[src/rtl/axi_w_dw_downsizer.sv]
// W-channel data-width downsizer: slices wide W beats into narrow W beats under
// control of per-burst commands (offset, size, len) queued by the AW splitter.
module axi_w_dw_downsizer #(
  parameter int SlvDataWidth = 64,
  parameter int MstDataWidth = 32,
  parameter int UserWidth    = 8,
  parameter int CmdDepth     = 4,
  localparam int SlvBytes    = SlvDataWidth / 8,
  localparam int MstBytes    = MstDataWidth / 8,
  localparam int OffW        = $clog2(SlvBytes)
) (
  input  logic                    clk_i,
  input  logic                    rst_ni,
  input  logic                    cmd_valid_i,
  output logic                    cmd_ready_o,
  input  logic [OffW-1:0]         cmd_offset_i,
  input  logic [2:0]              cmd_size_i,
  input  logic [7:0]              cmd_len_i,
  input  logic [SlvDataWidth-1:0] slv_w_data_i,
  input  logic [SlvBytes-1:0]     slv_w_strb_i,
  input  logic                    slv_w_last_i,
  input  logic [UserWidth-1:0]    slv_w_user_i,
  input  logic                    slv_w_valid_i,
  output logic                    slv_w_ready_o,
  output logic [MstDataWidth-1:0] mst_w_data_o,
  output logic [MstBytes-1:0]     mst_w_strb_o,
  output logic                    mst_w_last_o,
  output logic [UserWidth-1:0]    mst_w_user_o,
  output logic                    mst_w_valid_o,
  input  logic                    mst_w_ready_i,
  output logic                    err_o
);
  localparam int MstSzW = $clog2(MstBytes);
  localparam int Ratio  = SlvBytes / MstBytes;
  localparam int PtrW   = (CmdDepth > 1) ? $clog2(CmdDepth) : 1;
  localparam int FcntW  = $clog2(CmdDepth + 1);
  localparam logic [2:0] MaxSize = 3'(MstSzW);

  typedef struct packed {
    logic [OffW-1:0] off;
    logic [2:0]      size;
    logic [7:0]      len;
  } cmd_t;

  typedef enum logic {IDLE = 1'b0, BURST = 1'b1} state_e;

  cmd_t            fifo_q [CmdDepth];
  logic [PtrW-1:0] wr_ptr_q, wr_ptr_d, rd_ptr_q, rd_ptr_d;
  logic [FcntW-1:0] fcnt_q, fcnt_d;
  logic            full, empty, push, pop;
  cmd_t            head;

  state_e          state_q, state_d;
  logic [OffW-1:0] off_q, off_d;
  logic [2:0]      size_q, size_d;
  logic [7:0]      cnt_q, cnt_d;
  logic            err_q, err_d;

  logic [OffW:0]       step_w, off_w;
  logic [OffW-1:0]     mask, off_nxt, lane;
  logic                wrap, last, slv_rdy;
  logic [SlvBytes-1:0] strb_m;

  function automatic logic [PtrW-1:0] ptr_inc(input logic [PtrW-1:0] p);
    return (p == PtrW'(CmdDepth - 1)) ? '0 : p + 1'b1;
  endfunction

  // Command FIFO; full is taken from the registered count so push never
  // depends on a same-cycle pop.
  assign full        = (fcnt_q == FcntW'(CmdDepth));
  assign empty       = (fcnt_q == '0);
  assign cmd_ready_o = !full;
  assign push        = cmd_valid_i && !full;
  assign head        = fifo_q[rd_ptr_q];

  always_ff @(posedge clk_i) begin
    if (push) fifo_q[wr_ptr_q] <= {cmd_offset_i, cmd_size_i, cmd_len_i};
  end

  always_comb begin
    wr_ptr_d = push ? ptr_inc(wr_ptr_q) : wr_ptr_q;
    rd_ptr_d = pop  ? ptr_inc(rd_ptr_q) : rd_ptr_q;
    fcnt_d   = fcnt_q;
    if (push && !pop)      fcnt_d = fcnt_q + 1'b1;
    else if (!push && pop) fcnt_d = fcnt_q - 1'b1;
  end

  // Beat geometry: active lane, byte window of the current narrow beat and
  // the next (size-aligned) offset, wrapping modulo the wide beat.
  always_comb begin
    off_w   = {1'b0, off_q};
    step_w  = (OffW + 1)'(1) << size_q;
    mask    = OffW'(step_w - 1'b1);
    off_nxt = (off_q & ~mask) + OffW'(step_w);
    wrap    = (off_nxt == '0);
    last    = (cnt_q == '0);
    lane    = off_q >> MstSzW;
    for (int i = 0; i < SlvBytes; i++) begin
      strb_m[i] = slv_w_strb_i[i] && ((OffW + 1)'(i) >= off_w) &&
                  ((OffW + 1)'(i) < off_w + step_w);
    end
  end

  always_comb begin
    state_d       = state_q;
    off_d         = off_q;
    size_d        = size_q;
    cnt_d         = cnt_q;
    err_d         = 1'b0;
    pop           = 1'b0;
    slv_rdy       = 1'b0;
    mst_w_data_o  = '0;
    mst_w_strb_o  = '0;
    mst_w_last_o  = 1'b0;
    mst_w_user_o  = '0;
    mst_w_valid_o = 1'b0;
    unique case (state_q)
      IDLE: begin
        if (!empty) begin
          pop     = 1'b1;
          off_d   = head.off;
          cnt_d   = head.len;
          size_d  = head.size;
          state_d = BURST;
          if (head.size > MaxSize) begin
            size_d = MaxSize;
            err_d  = 1'b1;
          end
        end
      end
      BURST: begin
        for (int l = 0; l < Ratio; l++) begin
          if (lane == OffW'(l)) begin
            mst_w_data_o = slv_w_data_i[l*MstDataWidth +: MstDataWidth];
            mst_w_strb_o = strb_m[l*MstBytes +: MstBytes];
          end
        end
        mst_w_user_o  = slv_w_user_i;
        mst_w_last_o  = last;
        mst_w_valid_o = slv_w_valid_i;
        slv_rdy       = mst_w_ready_i && (wrap || last);
        if (slv_w_valid_i && mst_w_ready_i) begin
          off_d = off_nxt;
          cnt_d = cnt_q - 1'b1;
          if (last) state_d = IDLE;
          // A wide beat popped here must carry last exactly when the burst ends.
          if (slv_rdy && (last != slv_w_last_i)) err_d = 1'b1;
        end
      end
      default: state_d = IDLE;
    endcase
  end

  assign slv_w_ready_o = slv_rdy;
  assign err_o         = err_q;

  always_ff @(posedge clk_i or negedge rst_ni) begin
    if (!rst_ni) begin
      state_q  <= IDLE;
      off_q    <= '0;
      size_q   <= '0;
      cnt_q    <= '0;
      err_q    <= 1'b0;
      wr_ptr_q <= '0;
      rd_ptr_q <= '0;
      fcnt_q   <= '0;
    end else begin
      state_q  <= state_d;
      off_q    <= off_d;
      size_q   <= size_d;
      cnt_q    <= cnt_d;
      err_q    <= err_d;
      wr_ptr_q <= wr_ptr_d;
      rd_ptr_q <= rd_ptr_d;
      fcnt_q   <= fcnt_d;
    end
  end

endmodule

[config.mk]
export PLATFORM = sky130hd
export DESIGN_NAME = axi_w_dw_downsizer
export DESIGN_NICKNAME = d
export VERILOG_FILES = /design/src/rtl/axi_w_dw_downsizer.sv
export SDC_FILE = /design/constraint.sdc
export NUM_CORES = 1
export LEC_CHECK = 0
export BUFFER_PORTS_ARGS = -buffer_cell sky130_fd_sc_hd__clkbuf_2
export CORE_ASPECT_RATIO = 1.4
export CORE_MARGIN = 2
export CORE_UTILIZATION = 45
export DETAILED_ROUTE_END_ITERATION = 12
export PLACE_DENSITY = 0.73
export SYNTH_ARGS = -nofsm -noshare
export SYNTH_HDL_FRONTEND = slang
export SYNTH_SLANG_ARGS = --single-unit
[constraint.sdc]
create_clock -name clk_i -period 3.3 [get_ports clk_i]
set_clock_uncertainty 0.2 [all_clocks]
set_input_delay 0.66 -clock clk_i [delete_from_list [all_inputs] [get_ports clk_i]]
set_output_delay 0.66 -clock clk_i [all_outputs]
set_load 0.02 [all_outputs]
==> key figures <==
GRT
  • First-pass GRT wire length: 15100 um
  • Total gr overflow: 0
  • Vias in the first global route: 3149
  • Total GRT Usage: 19.4%
  • Initial antenna violation count: 2
  • Pin count of the biggest net entering global routing: 33

Logic synthesis
  • Synth warn: 0
  • Seq cells post-synth: 79
  • Main synth FF type: edfxtp_1
  • Netlist cell types: 45
  • Seq/Total Area, Yosys: 53.8%
  • Synth Cell Area: 0.00419 sq mm
  • Syn_nets: 455
  • Post-synth EDFFs: 56
  • Synthesized area per cell: 12.2 sq um
  • Syn Inst Count: 343
  • Async set-reset flop share out of synthesis: 29.1%

Timing
  • Worst setup margin: -0.180 ns
  • Post-route minimum period: 3.48 ns
  • Final Setup Violations: 3
  • Fmax: 287 MHz
  • Max Slew Vio Count: 0
  • RSZ-0062 raised after global routing: yes
  • Final Hold Fails: 0
  • Max transition margin: 47.5%
  • Period utilization: 105%
  • Worst-Margin Slew: 0.782 ns

Clocking
  • Clock-pin slew on the worst setup and hold paths: 0.06 ns
  • Num CTS Buffers: 9
  • CTS Buffer Depth: 2
  • Hold-fix buffers, CTS: 0
  • CTS H-Tree Depth: 3
  • Num Clock Sinks: 79
  • CTS tree: built
  • CTS root buf: clkbuf_16
  • Latest clock arrival within the worst-skew pair: 0.33 ns

Finish
  • Final core occ: 61.1%
  • Nets: 610
  • Fillcell total: 727
  • Multi-input combinational cell area: 0.00189 sq mm
  • Share of layout cells above drive strength 1: 43.7%
  • Finished Cell Area: 0.00552 sq mm
  • P&R area growth vs syn: 31.6%
  • Reg area: 0.00226 sq mm

Floorplanning
  • IO Count: 149
  • Core area: 0.00903 sq mm
  • Die W: 85.6 um
  • Die area: 0.0101 sq mm
  • # rows: 41
  • Initial Util: 46.4%
  • Die Ht: 118 um

Critical path
  • CP Data Required Time: 2.44 ns
  • Crit Path Max Fanout: 3
  • Worst Setup SP: size_q[2]
  • Worst Path Arrival: 2.62 ns
  • Setup CP Type: reg -> out
  • Startpoint Class: register
  • Worst r2r src: fcnt_q[0]
  • CP endpoint kind: output port

Routing
  • Total number of vias: 3263
  • Via density per instance: 5.34
  • Router iterations before antenna repair: 4
  • WL/cell: 16.1 um
  • Final wirelength: 9810 um
  • DRC: 0
  • ANT nets after route: 0
  • Initial DRC Count: 107

Power
  • Worst VDD drop: 0.000560 V
  • Overall Power: 4.67 mW
  • Power per cell area: 847 mW/mm^2
  • Leakage: 2.52 nW

Placement
  • Area after DPL: 0.00503 sq mm
  • DPL Wire Length: 7330 um
  • Final GP Congestion: 0.856
  • # port buffers: 148

Run status
  • Status: complete, but fails checks
  • Violated checks: negative setup slack

Run
  • Max cap viols: 0

Hold path
  • HP Class: in -> async
==> power breakdown <==
| part | total, mW | leakage, nW | internal [mW] | switching [mW] |
|---|---|---|---|---|
| clock network | 0.968 | 0.139 | 0.585 | 0.384 |
| logic | 2.19 | 1.59 | 1.01 | 1.17 |
| registers | 1.52 | 0.794 | 1.32 | 0.197 |
==> state kept, by name (all words and copies together) (netlist names) <==
| signal | flops |
|---|---|
| cnt_q | 8 |
| state_q | 1 |
| fifo_q | 56 |
| size_q | 3 |
| rd_ptr_q | 2 |
| wr_ptr_q | 2 |
| fcnt_q | 3 |
| err_o | 1 |
| off_q | 3 |
==> layout make-up <==
cell class	count	share of cell area, %
multi-input cells	234	34.2
inverters	7	0.476
well taps	107	2.43
repair buffers	167	16.5
diodes	1	0.0454
clock inverters	7	1.29
clock buffers	9	4.08
flip-flops and latches	79	41.0
==> final timing paths <==
path / slack, ns / depth (start not counted) / endpoint
max: -0.18 / 10 / mst_w_strb_o[1]
min: 0.11 / 1 / wr_ptr_q[1]
max reg2reg: 0.73 / 8 / fcnt_q[2]
min reg2reg: 0.30 / 1 / fcnt_q[2]
max in group asynchronous: 2.37 / 1 / off_q[2]
min in group clk_i: 0.30 / 1 / fcnt_q[2]
==> cells by family after synthesis <==
group,after synthesis,share of synthesized area (%)
XOR/XNOR,8,1.67
adder cells (fa/ha/maj),12,3.76
AND/OR/NAND/NOR,114,13.5
multiplexers,54,17.1
buffers and inverters,30,2.98
AO/OA/AOI/OAI,46,7.10
flip-flops,79,53.8
==> layer usage <==
layer / vias to the layer above / global-route usage (%) / share of wire, %
met1: 1525 / 20.9 / 36
li1: 1572 / - / -
met5: - / 0 / 0.13
met3: 21 / 6.49 / 9.8
met2: 143 / 34.4 / 52
met4: 2 / 7.54 / 2.0
==> cells in the final DEF, fill, tap and decap left out, types with 2 or more instances in the layout <==
| cell | netlist | layout |
|---|---|---|
| nand2_1 | 17 | 16 |
| o22ai_1 | 6 | 6 |
| and2_1 | 12 | 12 |
| ha_1 | 11 | 10 |
| nor2_1 | 49 | 47 |
| nand3_1 | 7 | 7 |
| clkinvlp_4 | 0 | 2 |
| buf_6 | 0 | 4 |
| nor3b_1 | 2 | 2 |
| mux4_2 | 14 | 14 |
| a21oi_1 | 11 | 7 |
| inv_1 | 7 | 7 |
| nand2b_1 | 4 | 4 |
| nor3_1 | 5 | 4 |
| mux2i_1 | 38 | 38 |
| dfrtp_2 | 0 | 3 |
| mux2_2 | 2 | 2 |
| dfrtp_1 | 23 | 20 |
| clkbuf_2 | 0 | 143 |
| clkbuf_16 | 0 | 9 |
| nor4_1 | 2 | 2 |
| and3_1 | 5 | 5 |
| o21a_1 | 4 | 4 |
| or2_2 | 2 | 2 |
| buf_4 | 0 | 20 |
| a21oi_4 | 0 | 3 |
| a21o_1 | 2 | 2 |
| xnor2_1 | 5 | 4 |
| a21oi_2 | 1 | 2 |
| a31oi_1 | 4 | 4 |
| edfxtp_1 | 56 | 56 |
| o21ai_0 | 10 | 9 |
| nor2_2 | 0 | 2 |
| xor2_1 | 3 | 3 |
==> Yosys cell counts, types with 2 or more instances <==
master | count | area (sq um)
a21o_1 | 2 | 15.0
a21oi_1 | 11 | 55.1
a31oi_1 | 4 | 25.0
and2_1 | 12 | 75.1
and3_1 | 5 | 31.3
buf_2 | 10 | 50.1
clkbuf_1 | 13 | 48.8
dfrtp_1 | 23 | 576
edfxtp_1 | 56 | 1680
ha_1 | 11 | 138
inv_1 | 7 | 26.3
mux2_2 | 2 | 22.5
mux2i_1 | 38 | 380
mux4_2 | 14 | 315
nand2_1 | 17 | 63.8
nand2b_1 | 4 | 25.0
nand3_1 | 7 | 35.0
nor2_1 | 49 | 184
nor3_1 | 5 | 25.0
nor3b_1 | 2 | 15.0
nor4_1 | 2 | 12.5
o21a_1 | 4 | 30.0
o21ai_0 | 10 | 50.1
o22ai_1 | 6 | 37.5
or2_2 | 2 | 12.5
or3b_1 | 2 | 17.5
xnor2_1 | 5 | 43.8
xor2_1 | 3 | 26.3
==> critical path: stages (launching register included) <==
cell       delay [ns]
dfrtp_2          0.41
nor2_2           0.11
nand2_2          0.08
xnor2_2          0.14
ha_2             0.20
or3b_4           0.39
a21oi_4          0.17
a21oi_4          0.05
o21a_1           0.22
a2111oi_4        0.31
buf_4            0.20
==> through the flow <==
stage / setup TNS [ns] / std cells / setup WS, ns / hold slack [ns]
2_1_floorplan: 0 / 343 / 0.129 / 0.164
3_3_place_gp: 0 / 583 / 0.158 / 0.288
3_5_place_dp: 0 / 583 / 0.0777 / 0.292
4_1_cts: -0.219 / 605 / -0.160 / 0.131
5_1_grt: -0.776 / 610 / -0.283 / 0.161
6_report: -0.317 / 611 / -0.180 / 0.112
==> what timing repair did <==
action,4_1_cts,5_1_grt
pin swaps,1,6
resized for setup,6,25
setup endpoints to repair,3,5
setup buffers,6,5
No activity file was read; power rests on OpenSTA's default activity.
